## src/rtl/shift_sub_divider_pkg.sv

```systemverilog
// Shared divider definitions: operand width, counter width and controller state encoding.
package shift_sub_divider_pkg;

    localparam int DIV_WIDTH = 32;
    localparam int DIV_CNT_W = $clog2(DIV_WIDTH + 1);

    typedef enum logic {
        IDLE = 1'b0,
        RUN  = 1'b1
    } div_state_e;

endpackage

```

## src/rtl/shift_sub_divider_if.sv

```systemverilog
// Start/operand/result bundle of the divider; state is exported so checkers can observe the FSM.
// Handshake: St is taken only while the divider is in IDLE (Busy=0); Done pulses for one cycle
// when Quociente/Resto/DivZero become valid, and those stay valid until the next accepted St.
interface shift_sub_divider_if
    import shift_sub_divider_pkg::*;
#(
    parameter int WIDTH = DIV_WIDTH
) ();

    logic             St;
    logic [WIDTH-1:0] Dividendo;
    logic [WIDTH-1:0] Divisor;
    logic [WIDTH-1:0] Quociente;
    logic [WIDTH-1:0] Resto;
    logic             Busy;
    logic             Done;
    logic             DivZero;
    div_state_e       state;

    modport master (
        output St, Dividendo, Divisor,
        input  Quociente, Resto, Busy, Done, DivZero, state
    );

    modport slave (
        input  St, Dividendo, Divisor,
        output Quociente, Resto, Busy, Done, DivZero, state
    );

endinterface

```

## src/rtl/shift_sub_divider_div_rq_reg.sv

```systemverilog
// Partial remainder R, dividend/quotient Q and divisor D, with Load / Sh / Sub controls.
module div_rq_reg #(
    parameter int WIDTH = 32
) (
    input  logic             clk,
    input  logic             rst,
    input  logic             load,
    input  logic             sh,
    input  logic             sub,
    input  logic [WIDTH-1:0] dividend,
    input  logic [WIDTH-1:0] divisor,
    output logic             trial_neg,
    output logic [WIDTH-1:0] quo_nxt,
    output logic [WIDTH-1:0] rem_nxt
);

    logic [WIDTH:0]   r_q, r_d;
    logic [WIDTH-1:0] q_q, q_d;
    logic [WIDTH-1:0] d_q, d_d;
    logic [WIDTH+1:0] shifted_r;
    logic [WIDTH+1:0] trial;

    // R never reaches D, so R[WIDTH] is always 0 and the one-bit-wider trial sign
    // equals the WIDTH+1-bit borrow while still consuming every bit of R.
    always_comb begin
        shifted_r = {r_q, q_q[WIDTH-1]};
        trial     = shifted_r - {2'b00, d_q};
        trial_neg = trial[WIDTH+1];

        r_d = r_q;
        q_d = q_q;
        d_d = d_q;
        if (load) begin
            r_d = '0;
            q_d = dividend;
            d_d = divisor;
        end else if (sh) begin
            r_d = sub ? trial[WIDTH:0] : shifted_r[WIDTH:0];
            q_d = {q_q[WIDTH-2:0], sub};
        end

        quo_nxt = q_d;
        rem_nxt = r_d[WIDTH-1:0];
    end

    always_ff @(posedge clk) begin
        if (rst) begin
            r_q <= '0;
            q_q <= '0;
            d_q <= '0;
        end else begin
            r_q <= r_d;
            q_q <= q_d;
            d_q <= d_d;
        end
    end

endmodule

```

## src/rtl/shift_sub_divider.sv

```systemverilog
// Sequential unsigned restoring divider: one quotient bit per clock, registered results and Done pulse.
module shift_sub_divider
    import shift_sub_divider_pkg::*;
#(
    parameter int WIDTH = DIV_WIDTH
) (
    input  logic                 Clk,
    input  logic                 Reset,
    shift_sub_divider_if.slave   bus
);

    localparam int CNT_W = $clog2(WIDTH + 1);

    div_state_e       state_q, state_d;
    logic [CNT_W-1:0] cnt_q, cnt_d;
    logic [WIDTH-1:0] quo_q, quo_d;
    logic [WIDTH-1:0] rem_q, rem_d;
    logic             busy_q, busy_d;
    logic             done_q, done_d;
    logic             divzero_q, divzero_d;

    logic             load, sh, sub;
    logic             trial_neg;
    logic [WIDTH-1:0] quo_nxt, rem_nxt;

    div_rq_reg #(.WIDTH(WIDTH)) u_rq (
        .clk      (Clk),
        .rst      (Reset),
        .load     (load),
        .sh       (sh),
        .sub      (sub),
        .dividend (bus.Dividendo),
        .divisor  (bus.Divisor),
        .trial_neg(trial_neg),
        .quo_nxt  (quo_nxt),
        .rem_nxt  (rem_nxt)
    );

    always_comb begin
        state_d   = state_q;
        cnt_d     = cnt_q;
        quo_d     = quo_q;
        rem_d     = rem_q;
        busy_d    = busy_q;
        done_d    = 1'b0;
        divzero_d = divzero_q;
        load      = 1'b0;
        sh        = 1'b0;
        sub       = 1'b0;

        case (state_q)
            IDLE: begin
                if (bus.St) begin
                    if (bus.Divisor == '0) begin
                        quo_d     = '1;
                        rem_d     = bus.Dividendo;
                        divzero_d = 1'b1;
                        done_d    = 1'b1;
                    end else begin
                        load      = 1'b1;
                        cnt_d     = '0;
                        busy_d    = 1'b1;
                        divzero_d = 1'b0;
                        state_d   = RUN;
                    end
                end
            end
            RUN: begin
                sh    = 1'b1;
                sub   = ~trial_neg;
                cnt_d = cnt_q + 1'b1;
                // Results are taken from this cycle's iteration, not the registered copy.
                if (cnt_q == CNT_W'(WIDTH - 1)) begin
                    quo_d   = quo_nxt;
                    rem_d   = rem_nxt;
                    done_d  = 1'b1;
                    busy_d  = 1'b0;
                    state_d = IDLE;
                end
            end
            default: state_d = IDLE;
        endcase
    end

    always_ff @(posedge Clk) begin
        if (Reset) begin
            state_q   <= IDLE;
            cnt_q     <= '0;
            quo_q     <= '0;
            rem_q     <= '0;
            busy_q    <= 1'b0;
            done_q    <= 1'b0;
            divzero_q <= 1'b0;
        end else begin
            state_q   <= state_d;
            cnt_q     <= cnt_d;
            quo_q     <= quo_d;
            rem_q     <= rem_d;
            busy_q    <= busy_d;
            done_q    <= done_d;
            divzero_q <= divzero_d;
        end
    end

    assign bus.Quociente = quo_q;
    assign bus.Resto     = rem_q;
    assign bus.Busy      = busy_q;
    assign bus.Done      = done_q;
    assign bus.DivZero   = divzero_q;
    assign bus.state     = state_q;

endmodule

```

## src/flat_wrapper.sv

```systemverilog
// flat-port wrapper written by rule: the top's interface ports become plain ports
module shift_sub_divider_flat import shift_sub_divider_pkg::*;
#(
    parameter int WIDTH = DIV_WIDTH
)
  (Clk, Reset, bus_St, bus_Dividendo, bus_Divisor, bus_Quociente, bus_Resto, bus_Busy, bus_Done, bus_DivZero, bus_state);
  shift_sub_divider_if #(.WIDTH(WIDTH)) bus_i ();
  input  logic Clk;
  input  logic Reset;
  input wire logic [$bits(bus_i.St)-1:0] bus_St;
  input wire logic [$bits(bus_i.Dividendo)-1:0] bus_Dividendo;
  input wire logic [$bits(bus_i.Divisor)-1:0] bus_Divisor;
  output wire logic [$bits(bus_i.Quociente)-1:0] bus_Quociente;
  output wire logic [$bits(bus_i.Resto)-1:0] bus_Resto;
  output wire logic [$bits(bus_i.Busy)-1:0] bus_Busy;
  output wire logic [$bits(bus_i.Done)-1:0] bus_Done;
  output wire logic [$bits(bus_i.DivZero)-1:0] bus_DivZero;
  output wire logic [$bits(bus_i.state)-1:0] bus_state;
  assign bus_i.St = bus_St;
  assign bus_i.Dividendo = bus_Dividendo;
  assign bus_i.Divisor = bus_Divisor;
  assign bus_Quociente = bus_i.Quociente;
  assign bus_Resto = bus_i.Resto;
  assign bus_Busy = bus_i.Busy;
  assign bus_Done = bus_i.Done;
  assign bus_DivZero = bus_i.DivZero;
  assign bus_state = bus_i.state;
  shift_sub_divider #(.WIDTH(WIDTH)) u_core (.Clk(Clk), .Reset(Reset), .bus(bus_i));
endmodule
```

## config.mk

```make
export PLATFORM = sky130hd
export DESIGN_NAME = shift_sub_divider_flat
export DESIGN_NICKNAME = d
export VERILOG_FILES = /design/src/rtl/shift_sub_divider_pkg.sv /design/src/rtl/shift_sub_divider_if.sv /design/src/rtl/shift_sub_divider_div_rq_reg.sv /design/src/rtl/shift_sub_divider.sv /design/src/flat_wrapper.sv
export SDC_FILE = /design/constraint.sdc
export NUM_CORES = 1
export LEC_CHECK = 0
export BUFFER_PORTS_ARGS = -buffer_cell sky130_fd_sc_hd__buf_2
export CAP_MARGIN = 10
export CORE_MARGIN = 1.5
export CORE_UTILIZATION = 43
export CTS_CLUSTER_DIAMETER = 40
export DETAILED_ROUTE_END_ITERATION = 7
export PLACE_DENSITY_LB_ADDON = 0.1
export SLEW_MARGIN = 20
export SYNTH_ARGS = -nofsm -noshare
export SYNTH_HDL_FRONTEND = slang
export SYNTH_SLANG_ARGS = --single-unit
```

## constraint.sdc

```tcl
create_clock -name Clk -period 4.8 [get_ports Clk]
set_input_delay 0.96 -clock Clk [delete_from_list [all_inputs] [get_ports Clk]]
set_output_delay 0.96 -clock Clk [all_outputs]
set_load 0.02 [all_outputs]
```

==> impl_metrics.tcl, run 1 <==
set metrics [dict create \
    hold_class "register to register" \
    path_buf_inv 2 \
    finalSetupViolations 0 \
    die_h_um 146 \
    grt.total_usage_pct 23.3 \
    ys_seq_elements 171 \
    grt_remaining_overflow 0 \
    synth_area_sq_um 8770 \
    synthTopCellsByCount "178 x nand2_1, 171 x dfxtp_1, 134 x nor2_1" \
    drtIter0Drc 664 \
    hold_violations 0 \
    fin_skew_ps 10.5 \
    die_w_um 146 \
    grt_pass1_wl_mm 40.0 \
    synth.most_common_cell "nand2_1" \
    seq_area_sq_um 3420 \
    crit_arrival_ps 3590 \
    fillers 1992 \
    drc 0 \
    ctsLongestPathBuffers 2 \
    critPathCaptureType "register" \
    worstPathCellList "inv_1 > ha_1 > nor2b_1 > o2111ai_1 > a21oi_1 > o31ai_2 > o211a_4 > xnor2_4 > buf_12 > nor3_1 > a31o_2 > o41ai_2" \
    p_leak_nw 4.26 \
    r2r_slack_ps 1540 \
    final_cell_area_sq_um 10200 \
    slowest_delay_ps 500 \
    yosysUniqueCellTypes 69 \
    wire_per_inst_um 16.5 \
    cts.clk_slew.worst_paths_ps 70 \
    hp-start "u_core.u_rq.d_q[11]" \
    yosysTopAreaCell "dfxtp_1" \
    cts_root_buf "clkbuf_16" \
    rsz0062_at_grt "false" \
    numCtsBuffers 17 \
    cp_max_fo 46 \
    fmax_mhz 307 \
    start_util_pct 43.6 \
    numClockSinks 171 \
    power.density_nw_per_um2 448 \
    die_area_sq_um 21300 \
    synthTopCellsByArea "dfxtp_1 39%, nand2_1 7.6%, nor2_1 5.7%, a21oi_1 4.7%, ha_1 4.7%" \
    postRouteAntennaNets 0 \
    cp_top_family "compound AO/OA/AOI/OAI gates" \
    place_congestion 0.899 \
    async_flop_share_pct 0 \
    outcome "completed" \
    syn_inst 1113 \
    yosys.area.top_type_share_pct 39.0 \
    synth_edf_count 0 \
    setup_tns_ps 0 \
    place_hpwl_mm 17.6 \
    clock_latency_ps 430 \
    grt_max_degree 68 \
    maxSlewViolCount 0 \
    drv_cap 0 \
    min_period_over_period_pct 67.9 \
    syn2layout_area_growth_pct 16.6 \
    cts_tree "yes" \
    antenna_found_initial 0 \
    postCtsSetupBuffers 0 \
    layout-drive-gt1-share_pct 17.0 \
    multiInputGateArea_sq_um 4900 \
    num_rows 52 \
    io-pin-count 135 \
    synth_warnings 0 \
    vias_per_cell 5.56 \
    slowest_stage "xnor2_4" \
    startpoint_type "register" \
    instances_no_fill 1485 \
    crit_start "u_core.u_rq.d_q[1]" \
    grt_pass1_vias 7566 \
    ctsResizeCount 0 \
    finalCriticalPeriod_ps 3260 \
    r2r-start "u_core.u_rq.d_q[1]" \
    tightest_slew_ps 1050 \
    dr.pass1.iters 5 \
    portBuffers 134 \
    ctsHtreeMaxLevel 4 \
    avgSynthCellArea_sq_um 7.88 \
    synth_fp_nets 1214 \
    via_count 8264 \
    max_slew_margin_pct 29.5 \
    ir_drop_uv 232 \
    drt-total-wl_mm 24.5 \
    fin_nets 1304 \
    dp.cells 1454 \
    worst_ep_required_time_ps 5130 \
    hold_buffers 0 \
    diodes 0 \
    place_area_sq_um 9620 \
    yosysSeqAreaShare_pct 39.0 \
    crit_type "register to register" \
    synth_ff_type "dfxtp_1" \
    core_sq_um 20100 \
]
==> per-stage QoR <==
stage	power (mW)	util (%)	setup WS (ps)	hold slack [ps]
after detailed placement	3.16	47.9	1390	445
after floorplan	2.79	-	2090	436
final	4.58	50.9	1540	455
after CTS	4.60	50.9	1520	455
after global placement	3.16	47.9	1490	443
after global routing	4.85	50.9	1270	470
==> metal layers <==
layer | up-vias | global-route usage, % | part of all wire [%]
li1 | 4163 | - | -
met1 | 3799 | 35.8 | 52
met4 | 0 | 7.09 | 1.8
met2 | 273 | 33.3 | 40
met3 | 29 | 3.39 | 5.9
met5 | - | 0 | 0
==> power breakdown <==
part	internal (mW)	switching, mW
combinational	0.606	0.981
sequential	1.50	0.0634
clock	0.791	0.644
total	2.89	1.69
==> layout make-up <==
cell class | instances | share of cell area [%]
inverter | 39 | 1.43
timing repair buffer | 149 | 7.93
sequential | 171 | 33.5
clock buffer | 17 | 4.16
tap | 270 | 3.30
multi-input combinational | 825 | 47.9
clock inverter | 14 | 1.79
==> worst reg2reg max path, cell delays in order, from the launching register on <==
cell       delay, ps
dfxtp_1          380
inv_1             60
ha_1             260
nor2b_1          150
o2111ai_1        140
a21oi_1          330
o31ai_2          160
o211a_4          300
xnor2_4          500
buf_12           290
nor3_1            70
a31o_2           260
o41ai_2          260
==> cells in the final DEF (no fill, tap or decap), types with 32 or more instances in the layout <==
cell      count
nand2_1     178
a311oi_1     32
o21ai_0      65
nand3_1      35
a21oi_1      82
nor2_1      133
ha_1         33
dfxtp_1     170
a211oi_1     36
buf_2       133
inv_1        37
==> flip-flops by register name, indices dropped and copies added, names as in the netlist <==
name and cells:
u_core.bus.Done 1, u_core.bus.Busy 1, u_core.u_rq.d_q 32, u_core.bus.DivZero 1
u_core.cnt_q 6, u_core.bus.Quociente 32, u_core.u_rq.q_q 32, u_core.bus.Resto 32
u_core.bus.state 1, u_core.u_rq.r_q 33
==> logic make-up after synthesis <==
family / Yosys count / share of synthesized area [%]
mux: 7 / 0.799
compound gates: 325 / 25.2
buf+inv: 117 / 5.41
simple gates: 427 / 21.3
xor+xnor: 32 / 3.41
flops: 171 / 39.0
fa+ha+maj: 34 / 4.94
==> path summary, 6_finish.rpt <==
check / to / depth (start not counted)
setup / recovery: u_core.bus.Resto[19] / 12
hold / removal: u_core.u_rq.d_q[11] / 2
hold reg to reg: u_core.u_rq.d_q[11] / 2
setup reg to reg: u_core.bus.Resto[19] / 12
Note: power is estimated with default switching activity, not from simulation.
==> inputs of run 2 (changes only) <==
clock period = 3 ns   (was 4.8 ns; I/O delays follow)
==> impl_metrics.tcl, run 2 (same netlist as run 1, synthesis figures left out) <==
set metrics [dict create \
    tightest_slew_ps 823 \
    hold_class "input pin to register" \
    grt_max_degree 75 \
    start_util_pct 43.6 \
    drv_cap 0 \
    setup_tns_ps 0 \
    grt.total_usage_pct 23.4 \
    fin_skew_ps 11.6 \
    core_sq_um 20100 \
    ctsHtreeMaxLevel 4 \
    fin_util_pct 53.7 \
    antenna_found_initial 0 \
    dr.pass1.iters 8 \
    startpoint_type "register" \
    rsz0062_at_grt "true" \
    fmax_mhz 340 \
    cts.clk_slew.worst_paths_ps 70 \
    crit_arrival_ps 3240 \
    via_count 8352 \
    drc 2 \
    syn2layout_area_growth_pct 23.1 \
    mostFrequentLayoutCells "178 x nand2_1, 170 x dfxtp_1, 133 x buf_2" \
    min_period_over_period_pct 97.9 \
    wire_per_inst_um 16.5 \
    dp.cells 1496 \
    finalSetupViolations 0 \
    ctsLongestPathBuffers 2 \
    place_congestion 0.944 \
    largest_reg_flops 33 \
    die_w_um 146 \
    grt_pass1_wl_mm 40.1 \
    power_mw 7.83 \
    num_rows 52 \
    vias_per_cell 5.46 \
    seq_area_sq_um 3420 \
    hold_violations 0 \
    instances_no_fill 1530 \
    p_leak_nw 4.53 \
    worst_ep_required_time_ps 3300 \
    postRouteAntennaNets 0 \
    critPathCaptureType "register" \
    cts_root_buf "clkbuf_16" \
    io-pin-count 135 \
    outcome "finished, violations left" \
    layout_commonest_cell "nand2_1" \
    power.density_nw_per_um2 725 \
    fillers 1958 \
    cts_tree "yes" \
    place_hpwl_mm 18.1 \
    fin_nets 1349 \
    top_register "u_core.u_rq.r_q" \
    cp_max_fo 3 \
    drt-total-wl_mm 25.3 \
    setup_ws_ps 61.8 \
    crit_type "register to register" \
    numCtsBuffers 17 \
    maxSlewViolCount 0 \
    hold_buffers 0 \
    grt_remaining_overflow 0 \
    clock_latency_ps 430 \
    finalCriticalPeriod_ps 2940 \
    portBuffers 134 \
    die_area_sq_um 21300 \
    layout-drive-gt1-share_pct 22.1 \
    grt_pass1_vias 7575 \
    pre_cts_ws_ps 13.1 \
    die_h_um 146 \
    drtIter0Drc 632 \
    ir_drop_uv 415 \
    violations "DRC" \
    max_slew_margin_pct 45.1 \
    numClockSinks 171 \
    multiInputGateArea_sq_um 5080 \
    diodes 0 \
]
[run 2: changes by cell type in the layout (fill, tap and decap cells not counted), moves of 3 or more]
cell | before | now
a21oi_1 | 82 | 76
a21oi_2 | 3 | 8
buf_12 | 2 | 5
buf_4 | 14 | 54
ha_1 | 33 | 27
ha_4 | 0 | 5
inv_6 | 2 | 5
inv_8 | 5 | 2
[run 2: area by class of cell]
class,instances,area share (%)
tap,270,3.13
clock buffer,17,3.94
multi-input combinational,825,47.1
inverter,39,1.36
sequential,171,31.7
timing repair buffer,194,11.3
clock inverter,14,1.47
[run 2: worst paths after layout]
kind | cells past startpoint | to | from | slack (ps)
hold reg to reg | 2 | u_core.u_rq.d_q[29] | u_core.u_rq.d_q[29] | 450
setup / recovery | 12 | u_core.u_rq.r_q[27] | u_core.u_rq.d_q[1] | 60
setup reg to reg | 12 | u_core.u_rq.r_q[27] | u_core.u_rq.d_q[1] | 60
hold / removal | 3 | u_core.u_rq.d_q[9] | bus_Divisor[9] | 410
[run 2: what timing repair did]
action | CTS | global route
pin swaps | 0 | 13
cloned | 0 | 2
endpoints found under the setup margin | 1 | 22
setup buffers | 0 | 1
gates resized for setup | 0 | 33
[run 2: worst max-delay path, cell delays in order (launching register included)]
cell,delay [ps]
dfxtp_1,330
inv_1,40
ha_1,260
nor2b_2,160
o2111ai_2,220
a21oi_2,120
buf_4,140
o21a_1,200
or4b_4,530
a311oi_2,320
xnor2_1,130
mux2i_2,240
o22ai_1,120
[run 2: per-layer routing]
layer	GRT usage (%)	part of all wire, %	wire length [um]
met1	36.0	52	13300
met5	0	0	0
met2	33.6	41	10400
met4	6.28	1.2	303
met3	3.61	5.1	1290
[run 2: through the flow]
| step | area (sq um) | hold WS (ps) |
|---|---|---|
| after floorplan | 8770 | 436 |
| after global placement | 9960 | 439 |
| after detailed placement | 9960 | 447 |
| after CTS | 10500 | 398 |
| after global routing | 10800 | 408 |
| final | 10800 | 412 |
[run 2: report_power, final]
part           internal [mW]  leakage (nW)  switching (mW)
clock                   1.24         0.281           0.994
combinational           1.36          2.85            1.73
sequential              2.40          1.39           0.102
